**src/rtl/sigma_delta_pkg.sv**
```systemverilog
// Shared definitions for the sigma-delta serializer slice: FSM encoding,
// idle-pattern reset level and a counter-width helper.
package sigma_delta_pkg;

    localparam logic [0:0] SD_IDLE = 1'b0;
    localparam logic [0:0] SD_RUN  = 1'b1;

    // sdOut level after reset; the first starved en edge toggles it to 1.
    localparam logic SD_IDLE_RESET_BIT = 1'b0;

    function automatic int unsigned cntWidth(input int unsigned n);
        return (n <= 2) ? 1 : $clog2(n);
    endfunction

endpackage

```
**src/rtl/sigma_delta_serializer_if.sv**
```systemverilog
// Word handshake between a sigma-delta word producer and the serializer.
interface sigma_delta_serializer_if #(
    parameter int OUTLEN = 16
);
    logic              inValid;
    logic [OUTLEN-1:0] inWord;
    logic              inReady;

    modport master (output inValid, output inWord, input inReady);
    modport slave  (input inValid, input inWord, output inReady);
endinterface

```
**src/rtl/sd_word_fifo.sv**
```systemverilog
// Small word FIFO with registered occupancy count; full/empty come straight
// from the count so push and pop decisions never see same-edge writes.
module sd_word_fifo
    import sigma_delta_pkg::*;
#(
    parameter int OUTLEN = 16,
    parameter int DEPTH  = 2
) (
    input  logic              clk,
    input  logic              rst,
    input  logic              push_i,
    input  logic [OUTLEN-1:0] pushData_i,
    input  logic              pop_i,
    output logic [OUTLEN-1:0] popData_o,
    output logic              full_o,
    output logic              empty_o
);

    localparam int PW = cntWidth(DEPTH);
    localparam int CW = cntWidth(DEPTH + 1);

    logic [OUTLEN-1:0] mem_q [DEPTH];
    logic [PW-1:0]     wrPtr_q, wrPtr_d;
    logic [PW-1:0]     rdPtr_q, rdPtr_d;
    logic [CW-1:0]     count_q, count_d;
    logic              doPush;
    logic              doPop;

    assign full_o    = (count_q == CW'(DEPTH));
    assign empty_o   = (count_q == '0);
    assign doPush    = push_i && !full_o;
    assign doPop     = pop_i && !empty_o;
    assign popData_o = mem_q[rdPtr_q];

    // DEPTH is a power of two, so pointers wrap by plain overflow.
    always_comb begin
        wrPtr_d = wrPtr_q;
        rdPtr_d = rdPtr_q;
        count_d = count_q;
        if (doPush) begin
            wrPtr_d = wrPtr_q + PW'(1);
        end
        if (doPop) begin
            rdPtr_d = rdPtr_q + PW'(1);
        end
        case ({doPush, doPop})
            2'b10:   count_d = count_q + CW'(1);
            2'b01:   count_d = count_q - CW'(1);
            default: count_d = count_q;
        endcase
    end

    always_ff @(posedge clk or negedge rst) begin
        if (!rst) begin
            wrPtr_q <= '0;
            rdPtr_q <= '0;
            count_q <= '0;
        end else begin
            wrPtr_q <= wrPtr_d;
            rdPtr_q <= rdPtr_d;
            count_q <= count_d;
        end
    end

    always_ff @(posedge clk) begin
        if (doPush) begin
            mem_q[wrPtr_q] <= pushData_i;
        end
    end

endmodule

```
**src/rtl/sigma_delta_serializer.sv**
```systemverilog
// Replays buffered parallel sigma-delta words as a 1-bit stream, LSB first,
// one bit per en strobe; emits a toggling mid-scale pattern when starved.
module sigma_delta_serializer
    import sigma_delta_pkg::*;
#(
    parameter int OUTLEN = 16,
    parameter int DEPTH  = 2
) (
    input  logic                     clk,
    input  logic                     rst,
    input  logic                     en,
    sigma_delta_serializer_if.slave  inBus,
    output logic                     sdOut,
    output logic                     wordStart,
    output logic                     underrun
);

    localparam int BW = cntWidth(OUTLEN);
    localparam logic [BW-1:0] LAST_BIT = BW'(OUTLEN - 1);

    logic [0:0]        state_q, state_d;
    logic [BW-1:0]     bitCnt_q, bitCnt_d;
    logic [OUTLEN-1:0] shReg_q, shReg_d;
    logic              sdOut_q, sdOut_d;
    logic              wordStart_q, wordStart_d;
    logic              underrun_q, underrun_d;

    logic [OUTLEN-1:0] headWord;
    logic              fifoFull;
    logic              fifoEmpty;
    logic              pop;
    logic              boundary;
    logic [BW-1:0]     nextCnt;

    sd_word_fifo #(
        .OUTLEN (OUTLEN),
        .DEPTH  (DEPTH)
    ) uFifo (
        .clk        (clk),
        .rst        (rst),
        .push_i     (inBus.inValid),
        .pushData_i (inBus.inWord),
        .pop_i      (pop),
        .popData_o  (headWord),
        .full_o     (fifoFull),
        .empty_o    (fifoEmpty)
    );

    assign inBus.inReady = !fifoFull;
    assign boundary      = en && ((state_q == SD_IDLE) || (bitCnt_q == LAST_BIT));
    assign nextCnt       = bitCnt_q + BW'(1);

    // At a word boundary either load the FIFO head or fall back to toggling;
    // an underrun is only reported when a word just ran out.
    always_comb begin
        state_d     = state_q;
        bitCnt_d    = bitCnt_q;
        shReg_d     = shReg_q;
        sdOut_d     = sdOut_q;
        wordStart_d = 1'b0;
        underrun_d  = 1'b0;
        pop         = 1'b0;
        if (boundary) begin
            bitCnt_d = '0;
            if (!fifoEmpty) begin
                shReg_d     = headWord;
                sdOut_d     = headWord[0];
                pop         = 1'b1;
                state_d     = SD_RUN;
                wordStart_d = 1'b1;
            end else begin
                sdOut_d    = ~sdOut_q;
                state_d    = SD_IDLE;
                underrun_d = (state_q == SD_RUN);
            end
        end else if (en && (state_q == SD_RUN)) begin
            bitCnt_d = nextCnt;
            sdOut_d  = shReg_q[nextCnt];
        end
    end

    always_ff @(posedge clk or negedge rst) begin
        if (!rst) begin
            state_q     <= SD_IDLE;
            bitCnt_q    <= '0;
            shReg_q     <= '0;
            sdOut_q     <= SD_IDLE_RESET_BIT;
            wordStart_q <= 1'b0;
            underrun_q  <= 1'b0;
        end else begin
            state_q     <= state_d;
            bitCnt_q    <= bitCnt_d;
            shReg_q     <= shReg_d;
            sdOut_q     <= sdOut_d;
            wordStart_q <= wordStart_d;
            underrun_q  <= underrun_d;
        end
    end

    assign sdOut     = sdOut_q;
    assign wordStart = wordStart_q;
    assign underrun  = underrun_q;

endmodule

```
**src/flat_wrapper.sv**
```systemverilog
// flat-port wrapper written by rule: the top's interface ports become plain ports
module sigma_delta_serializer_flat import sigma_delta_pkg::*;
#(
    parameter int OUTLEN = 16,
    parameter int DEPTH  = 2
)
  (clk, rst, en, sdOut, wordStart, underrun, inBus_inValid, inBus_inWord, inBus_inReady);
  sigma_delta_serializer_if #(.OUTLEN(OUTLEN)) inBus_i ();
  input  logic clk;
  input  logic rst;
  input  logic en;
  output logic sdOut;
  output logic wordStart;
  output logic underrun;
  input wire logic [$bits(inBus_i.inValid)-1:0] inBus_inValid;
  input wire logic [$bits(inBus_i.inWord)-1:0] inBus_inWord;
  output wire logic [$bits(inBus_i.inReady)-1:0] inBus_inReady;
  assign inBus_i.inValid = inBus_inValid;
  assign inBus_i.inWord = inBus_inWord;
  assign inBus_inReady = inBus_i.inReady;
  sigma_delta_serializer #(.OUTLEN(OUTLEN), .DEPTH(DEPTH)) u_core (.clk(clk), .rst(rst), .en(en), .inBus(inBus_i), .sdOut(sdOut), .wordStart(wordStart), .underrun(underrun));
endmodule
```
**config.mk**
```make
export PLATFORM = sky130hd
export DESIGN_NAME = sigma_delta_serializer_flat
export DESIGN_NICKNAME = d
export VERILOG_FILES = /design/src/rtl/sigma_delta_pkg.sv /design/src/rtl/sigma_delta_serializer_if.sv /design/src/rtl/sd_word_fifo.sv /design/src/rtl/sigma_delta_serializer.sv /design/src/flat_wrapper.sv
export SDC_FILE = /design/constraint.sdc
export NUM_CORES = 1
export LEC_CHECK = 0
export ABC_AREA = 0
export BUFFER_PORTS_ARGS = -buffer_cell sky130_fd_sc_hd__buf_2
export CORE_ASPECT_RATIO = 0.75
export CORE_MARGIN = 10
export CORE_UTILIZATION = 34
export DETAILED_ROUTE_END_ITERATION = 12
export SLEW_MARGIN = 40
export SYNTH_ARGS = -nofsm -noshare
export SYNTH_HDL_FRONTEND = slang
export SYNTH_SLANG_ARGS = --single-unit
```
**constraint.sdc**
```tcl
create_clock -name clk -period 2.9 [get_ports clk]
set_input_delay 0.145 -clock clk [delete_from_list [all_inputs] [get_ports clk]]
set_output_delay 0.145 -clock clk [all_outputs]
set_load 0.02 [all_outputs]
```
Yosys cells after proc, flatten, opt, wreduce, memory -nomap -nowiden
Memory sizes are Yosys's and may differ from the RTL's.
Index checks and enable logic that the tools add are counted.
W data, S select, Z words.
Storage, ports and cells
  bits in registers: 28
  memory bits (writable): 32
  output and inout port bits: 4
  memories: 1
Memories
  u_core.uFifo.mem_q: words 2, bits a word 16, read ports 1, clocked after Yosys merged registers in 0, wr ports 1, RTL line sd_word_fifo.sv:22  | logic [OUTLEN-1:0] mem_q [DEPTH];
Operators by class
  add/subtract/negate cells: 5
  order comparisons: 1
  equality and inequality tests: 4
  mux-type cells: 14
  bitwise gates (word level): 3
  reductions and logical operators: 11
Operators by type and width (count)
  $mux W1: 10
  $mux W4: 2
  $lt A4 B5 Y1 const B: 1
  $add A4 B1 Y4 const B: 1
  $bmux W1 S4: 1
  $eq A2 B2 Y1 const B: 2
  $eq A4 B4 Y1 const B: 1
  $logic_and A1 B1 Y1: 4
  $pmux W2 S2: 1
  $reduce_bool A2 Y1: 2
  $not A1 Y1: 3
  $add A1 B1 Y1 const B: 2
  $add A2 B1 Y2 const B: 1
  $eq A2 B1 Y1 const B: 1
  $logic_not A1 Y1: 2
  $logic_not A2 Y1: 1
  $reduce_and A2 Y1: 1
  $sub A2 B1 Y2 const B: 1
  $logic_or A1 B1 Y1: 1

Logic depth before layout (Yosys ltp)
Gate-level depths: netlist (run 1).
  depth in word-level cells: 7
  depth in mapped cells: 8
  gate-level depth less buffers: 7

Cells and area by module
From an unflattened synthesis (run 1), not the netlist that was laid out.
Unflattened totals
  cell total of the unflattened synthesis: 143
  area, all modules: 2557.5 µm²
Modules (own cells, without submodules)
  sd_word_fifo: times used 1, cells an instance 68, area an instance 1402.6 µm²
  sigma_delta_serializer: times used 1, cells an instance 75, area an instance 1154.9 µm²

Worst setup path before layout (run 1)
OpenSTA, ideal clock, no wires.
  path type: reg2reg
  start point: register u_core.bitCnt_q[0]
  end point: register u_core.uFifo.count_q[1]
  arrival time: 2.008 ns
  setup slack: 0.813 ns
  cell stages (with the launch flop): 8
  path buffers: 1
  clock period less this slack: 2.087 ns
  path through: dfrtp_1 > ha_1 > nand3_1 > a211oi_2 > clkbuf_1 > ha_1 > nor2_1 > xor2_1
Between the ends
  cells in the longest elaborated chain, start to end: 7
  elaborated cells on any way between the ends: 9
Ends and longest elaborated chain
  start: declaration: RTL line sigma_delta_serializer.sv:22  | logic [BW-1:0] bitCnt_q, bitCnt_d;
  start signal: assignment: RTL line sigma_delta_serializer.sv:92  | bitCnt_q <= bitCnt_d;
  $eq A4 B4 Y1 (*): RTL line sigma_delta_serializer.sv:50  | assign boundary = en && ((state_q == SD_IDLE) || (bitCnt_q == LAST_BIT));
  $logic_or A1 B1 Y1 (*): RTL line sigma_delta_serializer.sv:50
  $logic_and A1 B1 Y1 (*): RTL line sigma_delta_serializer.sv:50
  $mux W1 (*): RTL line sigma_delta_serializer.sv:63  | if (boundary) begin
  net u_core.pop: RTL line sigma_delta_serializer.sv:31  | logic pop;
  $logic_and A1 B1 Y1 (*): RTL line sd_word_fifo.sv:32  | assign doPop = pop_i && !empty_o;
  $eq A2 B1 Y1 / $eq A2 B2 Y1 (equally long branches): RTL line sd_word_fifo.sv:46  | case ({doPush, doPop})
  $pmux W2 S2 / $reduce_bool A2 Y1 (equally long branches)
  end signal: assignment: RTL line sd_word_fifo.sv:61  | count_q <= count_d;
  end: declaration: RTL line sd_word_fifo.sv:25  | logic [CW-1:0] count_q, count_d;
Mark *: on every way through the listed nets, which the timed path passes. The rest lies on a longest branch.
A chain may end at the register's enable or synchronous reset.

Worst setup path after layout (run 1)
  start point: register u_core.bitCnt_q[0]
  end point: register u_core.sdOut_q (netlist: u_core.sdOut)
Between the ends
  cells in the longest elaborated chain, start to end: 5
  elaborated cells on any way between the ends: 9
Ends and longest elaborated chain
  $add A4 B1 Y4: RTL line sigma_delta_serializer.sv:51  | assign nextCnt = bitCnt_q + BW'(1);
  $bmux W1 S4: RTL line sigma_delta_serializer.sv:78  | sdOut_d = shReg_q[nextCnt];
  $mux W1 (implied by the code): RTL line sigma_delta_serializer.sv:78
  $mux W1: RTL line sigma_delta_serializer.sv:76  | end else if (en && (state_q == SD_RUN)) begin
  $mux W1: RTL line sigma_delta_serializer.sv:63
  end signal: assignment: RTL line sigma_delta_serializer.sv:94  | sdOut_q <= sdOut_d;
  end: declaration: RTL line sigma_delta_serializer.sv:24  | logic sdOut_q, sdOut_d;
Parallel ways exist; a longest one is shown, timed or not. The select of a mux whose other input is x is not followed.

==> results of run 1 <==
==> power groups by stage <==
stage	Sequential [mW]	Clock (mW)	Combinational (mW)
after floorplan	1.32	0	0.631
after global placement	1.38	0	0.771
after detailed placement	1.38	0	0.793
after CTS	1.37	0.857	0.808
after global routing	1.40	0.909	0.887
final	1.36	0.832	0.798
==> state kept, by name, summed over array words and instances (netlist names) <==
| register | cells |
|---|---|
| u_core.uFifo.mem_q | 32 |
| u_core.shReg_q | 16 |
| u_core.bitCnt_q | 4 |
| u_core.uFifo.count_q | 2 |
| u_core.sdOut | 1 |
| u_core.state_q | 1 |
| u_core.uFifo.rdPtr_q | 1 |
| u_core.uFifo.wrPtr_q | 1 |
| u_core.underrun | 1 |
| u_core.wordStart | 1 |
==> placed cells by master, fill, tap and decap left out <==
cell | Yosys | routed
a211oi_4 | 0 | 1
a21oi_1 | 18 | 18
a221o_1 | 1 | 1
a22o_1 | 1 | 1
and3_1 | 4 | 3
and3_2 | 0 | 1
buf_2 | 1 | 23
buf_4 | 0 | 3
bufinv_16 | 0 | 2
clkbuf_8 | 0 | 10
clkinv_1 | 0 | 1
clkinv_4 | 0 | 1
clkinvlp_4 | 0 | 2
dfrtp_1 | 28 | 28
dlygate4sd3_1 | 0 | 17
edfxtp_1 | 32 | 32
ha_1 | 2 | 2
inv_1 | 2 | 2
mux2_2 | 1 | 1
mux2i_1 | 16 | 16
mux4_1 | 4 | 4
mux4_2 | 1 | 1
nand2_1 | 2 | 2
nand2b_1 | 2 | 2
nand3_1 | 4 | 4
nor2_1 | 19 | 19
nor2b_1 | 1 | 1
o21ai_0 | 4 | 4
o22ai_1 | 1 | 1
xnor2_1 | 4 | 4
xor2_1 | 3 | 3
==> cell families after synthesis <==
family          Yosys count  share of synthesized area, %
buf+inv                   9                          1.79
flops                    60                          69.8
mux                      22                          12.6
fa+ha+maj                 2                          1.05
compound gates           26                          6.20
xor+xnor                  7                          2.58
simple gates             32                          5.99
==> critical path: stages (launching register included) <==
cell	delay, ns
dfrtp_1	0.49
ha_1	0.43
mux4_1	0.32
mux4_2	0.46
a221o_1	0.32
==> metal layers <==
metal | routed length, um | up-vias
met3 | 260 | 2
met1 | 2140 | 641
li1 | - | 676
met2 | 1760 | 26
met5 | 0 | -
met4 | 20 | 0
==> worst paths after layout <==
kind                                       from              endpoint  cells past startpoint
max in group asynchronous                   rst     u_core.shReg_q[4]                      2
hold / removal                               en    u_core.bitCnt_q[2]                      3
setup / recovery             u_core.bitCnt_q[0]          u_core.sdOut                      4
setup reg to reg             u_core.bitCnt_q[0]          u_core.sdOut                      4
min in group asynchronous                   rst        u_core.state_q                      2
hold reg to reg            u_core.uFifo.wrPtr_q  u_core.uFifo.wrPtr_q                      1
==> metrics by stage <==
step | util [%] | cells
after CTS | 44.0 | 294
after global routing | 44.0 | 294
final | 44.0 | 294
after global placement | 38.2 | 261
after floorplan | - | 158
after detailed placement | 38.2 | 261
==> area by class of cell <==
type                    count  area share [%]
flip-flops and latches     60            55.5
multi-input cells          89            22.9
repair buffers             43            10.3
clock buffers              10            4.60
well taps                  84            3.51
clock inverters             6            2.93
inverters                   2           0.251
==> results.tsv, run 1 <==
stage	metric	value	unit
power	Leak	1.21	nW
cts	H-tree levels	3	
logic_synthesis	Mapped Cells	158	
cts	clk buf depth	2	
power	Net Sw Frac	29.8	%
layout	Multi-input gate area	684	sq um
cts	Root Buffer	clkbuf_8	
detailed_routing	Routed WL per cell	14.2	um
critical_path	Crit. End Element	flop	
logic_synthesis	number of synthesized register bits	60	
die	Core Rows	26	
cts	Clk Latency, worst-skew pair	0.34	ns
cts	Post-CTS Hold Buffers	17	
grt	total track usage	8.57	%
power	clock power share	27.8	%
logic_synthesis	FFs w/ async S/R, synth	46.7	%
timing	Final WS setup	0.764	ns
logic_synthesis	Ys Warns	0	
cts	post-CTS setup buffer count	0	
logic_synthesis	Syn Std Cell Area	0.00238	sq mm
grt	first-pass GRT wire length	6930	um
cts	Clock Sinks	60	
grt	met3 Usage GRT	5.35	%
critical_path	CP Class	reg -> reg	
detailed_routing	post-route ant nets	0	
die	initial core utilization	35.0	%
detailed_routing	Routed WL	4170	um
power	total power	2.99	mW
cts	Clock transition at path regs	0.07	ns
timing	clock period minus worst slack	2.14	ns
die	chip height	92.5	um
detailed_routing	routed via count	1345	
logic_synthesis	Most used DFF post-synth	edfxtp_1	
grt	met2 usage in global routing	11.5	%
layout	Fillers	620	
power	maximum VDD drop	357	uV
cts	PostCTS Resize Cnt	0	
hold_path	Hold Path Class	in -> reg	
layout	Storage cell area	0.00166	sq mm
detailed_routing	1st-iter DRT viols	91	
critical_path	WP data arrival	2.36	ns
timing	Final Hold Fails	0	
die	die area	0.0108	sq mm
layout	nets	227	
die	core area	0.00680	sq mm
timing	Final Cycle Share	73.6	%
logic_synthesis	Post-synth EDFFs	32	
grt	routing usage on met1	11.0	%
grt	busiest grt layer	met2	
power	Logic pwr share	26.7	%
logic_synthesis	Netlist cell types	25	
detailed_routing	number of iterations in the first detailed-routing pass	4	
detailed_routing	Vias/cell	4.57	
logic_synthesis	leading area contributor after synthesis	edfxtp_1	
critical_path	CP startpoint kind	flop	
power	NetSw	0.893	mW
critical_path	R2R Setup Slk	0.76	ns
logic_synthesis	register area share after synthesis	69.8	%
placement	RePlAce Congestion	0.739	
timing	Worst slew margin	57.1	%
timing	RSZ-0062 raised after global routing	no	
detailed_routing	# DRC	0	
layout	share of layout cells above drive strength 1	21.4	%
timing	max-slew violation count	0	
flow_run	Max-Cap Viols	0	
logic_synthesis	most frequent cell after synthesis	edfxtp_1	
grt	largest net degree at the start of global routing	36	
timing	Peak Freq	0.468	GHz
logic_synthesis	syn_area_per_cell	15.1	sq um
timing	Slew @ Worst Pin	0.643	ns
timing	Hold WS	0.0928	ns
placement	Area after DPL	0.00259	sq mm
timing	Final Setup Violations	0	
cts	TritonCTS clock tree	yes	
placement	input/output buffers	23	
logic_synthesis	Post-Syn Nets	180	
layout	antenna cell count	0	
layout	area grow syn2layout	25.7	%
power	Int Pwr	2.10	mW
placement	Setup WS pre-CTS	0.774	ns
critical_path	CP required	3.12	ns
timing	Setup TNS	0	ns
die	Top Ports	24	
status	outcome	completed	
grt	vias in the first global route	1348	
grt	initial antenna violation count	0	
critical_path	CP max FO	7	
cts	total CTS buffers	9	
power	part of the power in registers	45.5	%
logic_synthesis	Synth area leaders	edfxtp_1 40%, dfrtp_1 29%, mux2i_1 6.7%	
layout	Finished Cell Area	0.00299	sq mm
logic_synthesis	Yosys top cell area share	40.4	%
grt	total gr overflow	0	
timing	Clock Skews	0.00784	ns
power	Power Dens Cells	1000	mW/mm^2
die	Die Wd	117	um
placement	Post-DP HPWL	2630	um
logic_synthesis	Post-synth top cells	32 x edfxtp_1, 28 x dfrtp_1, 19 x nor2_1, 18 x a21oi_1, 16 x mux2i_1	
(Power assumes the default switching activity.)
==> run 2: changes to the inputs <==
--- a/config.mk
+++ b/config.mk
@@ -5,7 +5,7 @@
 export SDC_FILE = /design/constraint.sdc
 export NUM_CORES = 1
 export LEC_CHECK = 0
-export ABC_AREA = 0
+export ABC_AREA = 1
 export BUFFER_PORTS_ARGS = -buffer_cell sky130_fd_sc_hd__buf_2
 export CORE_ASPECT_RATIO = 0.75
 export CORE_MARGIN = 10
==> constraint.sdc (replaced) <==
create_clock -name clk -period 1.9 [get_ports clk]
set_input_delay 0.095 -clock clk [delete_from_list [all_inputs] [get_ports clk]]
set_output_delay 0.095 -clock clk [all_outputs]
set_load 0.02 [all_outputs]
==> results.tsv, run 2 <==
stage	metric	value	unit	change
status	outcome	completed		unchanged
logic_synthesis	Yosys top cell area share	37.9	%	was 40.4%
layout	share of layout cells above drive strength 1	22.6	%	was 21.4%
detailed_routing	Routed WL	4750	um	was 4170 um
timing	Slew @ Worst Pin	0.631	ns	was 0.643 ns
layout	Regs by FF count	u_core.uFifo.mem_q: 32 flops, u_core.shReg_q: 16 flops, u_core.bitCnt_q: 4 flops		unchanged
logic_synthesis	Ys Warns	0		unchanged
critical_path	R2R Path End	u_core.uFifo.count_q[1]		was u_core.sdOut
layout	Fillers	737		was 620
layout	most frequent cells in the layout	46 x nand2_1, 37 x nor2_1, 32 x edfxtp_1, 28 x dfrtp_1		was 32 x edfxtp_1, 28 x dfrtp_1, 23 x buf_2, 19 x nor2_1, 18 x a21oi_1
detailed_routing	routed via count	1688		was 1,345
detailed_routing	# DRC	0		unchanged
detailed_routing	number of iterations in the first detailed-routing pass	4		unchanged
logic_synthesis	Post-Syn Nets	250		was 180
grt	routing usage on met1	11.9	%	was 11.0%
critical_path	CP startpoint kind	flop		unchanged
layout	leading cell type in the layout, fill and taps excluded	nand2_1		was edfxtp_1
cts	Clk Latency, worst-skew pair	0.34	ns	about the same
logic_synthesis	most frequent cell after synthesis	nand2_1		was edfxtp_1
logic_synthesis	number of synthesized register bits	60		unchanged
logic_synthesis	syn_area_per_cell	11.1	sq um	was 15.1 sq um
placement	Post-Place Cells	351		was 261
layout	Top reg by flops	u_core.uFifo.mem_q		unchanged
hold_path	Hold Path Class	in -> reg		unchanged
placement	RePlAce Congestion	0.823		was 0.739
die	Core Rows	27		was 26
cts	Clock Sinks	60		unchanged
detailed_routing	Vias/cell	4.35		was 4.57
cts	TritonCTS clock tree	yes		unchanged
grt	total gr overflow	0		unchanged
timing	Final Cycle Share	92.5	%	was 73.6%
timing	Clock Skews	0.00972	ns	was 0.00784 ns
critical_path	CP startpoint	u_core.bitCnt_q[1]		was u_core.bitCnt_q[0]
grt	met3 Usage GRT	4.35	%	was 5.35%
logic_synthesis	Post-synth top cells	46 x nand2_1, 37 x nor2_1, 32 x edfxtp_1, 28 x dfrtp_1, 23 x inv_1		was 32 x edfxtp_1, 28 x dfrtp_1, 19 x nor2_1, 18 x a21oi_1, 16 x mux2i_1
placement	Post-DP HPWL	3090	um	was 2630 um
cts	total CTS buffers	9		unchanged
logic_synthesis	FFs w/ async S/R, synth	46.7	%	unchanged
layout	antenna cell count	0		unchanged
logic_synthesis	Syn Std Cell Area	0.00254	sq mm	was 0.00238 sq mm
critical_path	CP Class	reg -> reg		unchanged
grt	met2 usage in global routing	12.5	%	was 11.5%
logic_synthesis	Netlist cell types	24		was 25
critical_path	WP data arrival	1.98	ns	was 2.36 ns
critical_path	CP max FO	6		was 7
critical_path	Crit. End Element	flop		unchanged
timing	Worst slew margin	57.9	%	was 57.1%
power	maximum VDD drop	672	uV	was 357 uV
flow_run	Max-Cap Viols	0		unchanged
critical_path	CP endpoint	u_core.uFifo.count_q[1]		was u_core.sdOut
logic_synthesis	Post-synth EDFFs	32		unchanged
power	Leak	1.38	nW	was 1.21 nW
grt	busiest grt layer	met2		unchanged
power	Power Dens Cells	1510	mW/mm^2	was 1000 mW/mm^2
timing	Setup TNS	0	ns	unchanged
grt	total track usage	9.16	%	was 8.57%
logic_synthesis	Mapped Cells	228		was 158
layout	Core Util, Final	43.4	%	was 44.0%
grt	first-pass GRT wire length	8090	um	was 6930 um
grt	initial antenna violation count	0		unchanged
timing	clock period minus worst slack	1.76	ns	was 2.14 ns
detailed_routing	Routed WL per cell	12.2	um	was 14.2 um
cts	Root Buffer	clkbuf_8		unchanged
detailed_routing	1st-iter DRT viols	62		was 91
cts	clk buf depth	2		unchanged
logic_synthesis	Most used DFF post-synth	edfxtp_1		unchanged
placement	input/output buffers	23		unchanged
grt	largest net degree at the start of global routing	32		was 36
critical_path	R2R Path Start	u_core.bitCnt_q[1]		was u_core.bitCnt_q[0]
logic_synthesis	register area share after synthesis	65.5	%	was 69.8%
timing	Final Setup Violations	0		unchanged
logic_synthesis	leading area contributor after synthesis	edfxtp_1		unchanged
cts	Clock transition at path regs	0.07	ns	about the same
die	die area	0.0114	sq mm	was 0.0108 sq mm
layout	max reg flops	32		unchanged
layout	Layout Cells excl Fill	388		was 294
critical_path	R2R Setup Slk	0.14	ns	was 0.76 ns
timing	max-slew violation count	0		unchanged
grt	vias in the first global route	1665		was 1,348
die	initial core utilization	34.8	%	was 35.0%
detailed_routing	post-route ant nets	0		unchanged
layout	nets	304		was 227
layout	area grow syn2layout	24.8	%	was 25.7%
die	core area	0.00730	sq mm	was 0.00680 sq mm
logic_synthesis	Synth area leaders	edfxtp_1 38%, dfrtp_1 28%, o31ai_2 6.9%		was edfxtp_1 40%, dfrtp_1 29%, mux2i_1 6.7%
die	chip height	94.8	um	was 92.5 um
critical_path	CP required	2.12	ns	was 3.12 ns
timing	Final Hold Fails	0		unchanged
die	Die Wd	120	um	was 117 um
critical_path	R2R depth	9		was 4
die	Top Ports	24		unchanged
timing	Peak Freq	0.569	GHz	was 0.468 GHz
cts	H-tree levels	3		unchanged
-- run 2: changes by cell type after synthesis, sizes merged, moves of 5 or more --
cell,delta
inv,+22
mux4,-5
nand3,+10
a21oi,-16
nor2,+19
mux2i,-16
nand2,+46
o31ai,+15
-- run 2: layout make-up --
type / count / area (sq um) / share of cell area (%)
clock inverter: 4 / 26.3 / 0.829
clock buffer: 12 / 145 / 4.58
timing repair buffer: 50 / 375 / 11.8
multi-input combinational: 136 / 741 / 23.4
sequential: 60 / 1660 / 52.4
inverter: 25 / 93.8 / 2.96
tap: 101 / 126 / 3.99
-- run 2: kinds of logic (layout without fill, tap and decap cells) --
| family | count (synthesis) | count (layout) | synth area share [%] |
|---|---|---|---|
| and+or+nand+nor | 101 | 101 | 16.2 |
| DFF | 60 | 60 | 65.5 |
| buffers and inverters | 32 | 91 | 5.47 |
| AOI/OAI and AO/OA | 26 | 26 | 9.51 |
| xor gates and xnor gates | 7 | 7 | 2.42 |
| adders and majority gates | 2 | 2 | 0.986 |
-- run 2: how the worst min path moves through the flow --
stage	startpoint	endpoint	slack (ns)	depth (start not counted)
floorplan	rst	u_core.bitCnt_q[0]	-0.20	0
global placement	rst	u_core.underrun	0.15	1
detailed placement	rst	u_core.uFifo.count_q[1]	0.15	1
CTS	inBus_inValid	u_core.uFifo.wrPtr_q	0.003	3
global route	inBus_inValid	u_core.uFifo.wrPtr_q	0.03	3
finish	inBus_inValid	u_core.uFifo.wrPtr_q	0.01	3
-- run 2: timing repair --
| item | 4_1_cts | 5_1_grt |
|---|---|---|
| resized for setup | 0 | 1 |
| hold buffers | 18 | 0 |
| buffers inserted | 0 | 3 |
| endpoints found under the setup margin | 0 | 1 |
| endpoints found under the hold margin | 62 | 0 |
-- run 2: report_power, final --
group / internal (mW) / switching [mW] / leakage (nW)
registers: 1.83 / 0.200 / 0.646
logic: 0.683 / 1.08 / 0.651
clock network: 0.507 / 0.478 / 0.0829
-- run 2: through the flow --
stage,setup WS (ns),hold WS (ns),power (mW),area [sq um]
final,0.143,0.0137,4.78,3170
after global routing,-0.00262,0.0302,5.22,3170
after CTS,0.136,0.00308,4.82,3140
after detailed placement,0.158,0.152,3.77,2790
after global placement,0.197,0.149,3.74,2790
after floorplan,0.0236,-0.201,3.31,2540
-- run 2: critical path: stages (launching register included) --
cell     delay (ns)
dfrtp_1        0.38
ha_2           0.22
nand3_1        0.09
nand2_2        0.08
nand2_2        0.07
nor2_4         0.17
ha_1           0.27
a21oi_1        0.11
o21ai_0        0.11
xnor2_1        0.13
-- run 2: routing by layer --
layer	vias to the layer above	wire length (um)	share of wire, %
met3	10	217	4.6
met1	782	2390	50
met2	29	2010	42
met4	0	121	2.5
met5	-	0	0
li1	867	-	-
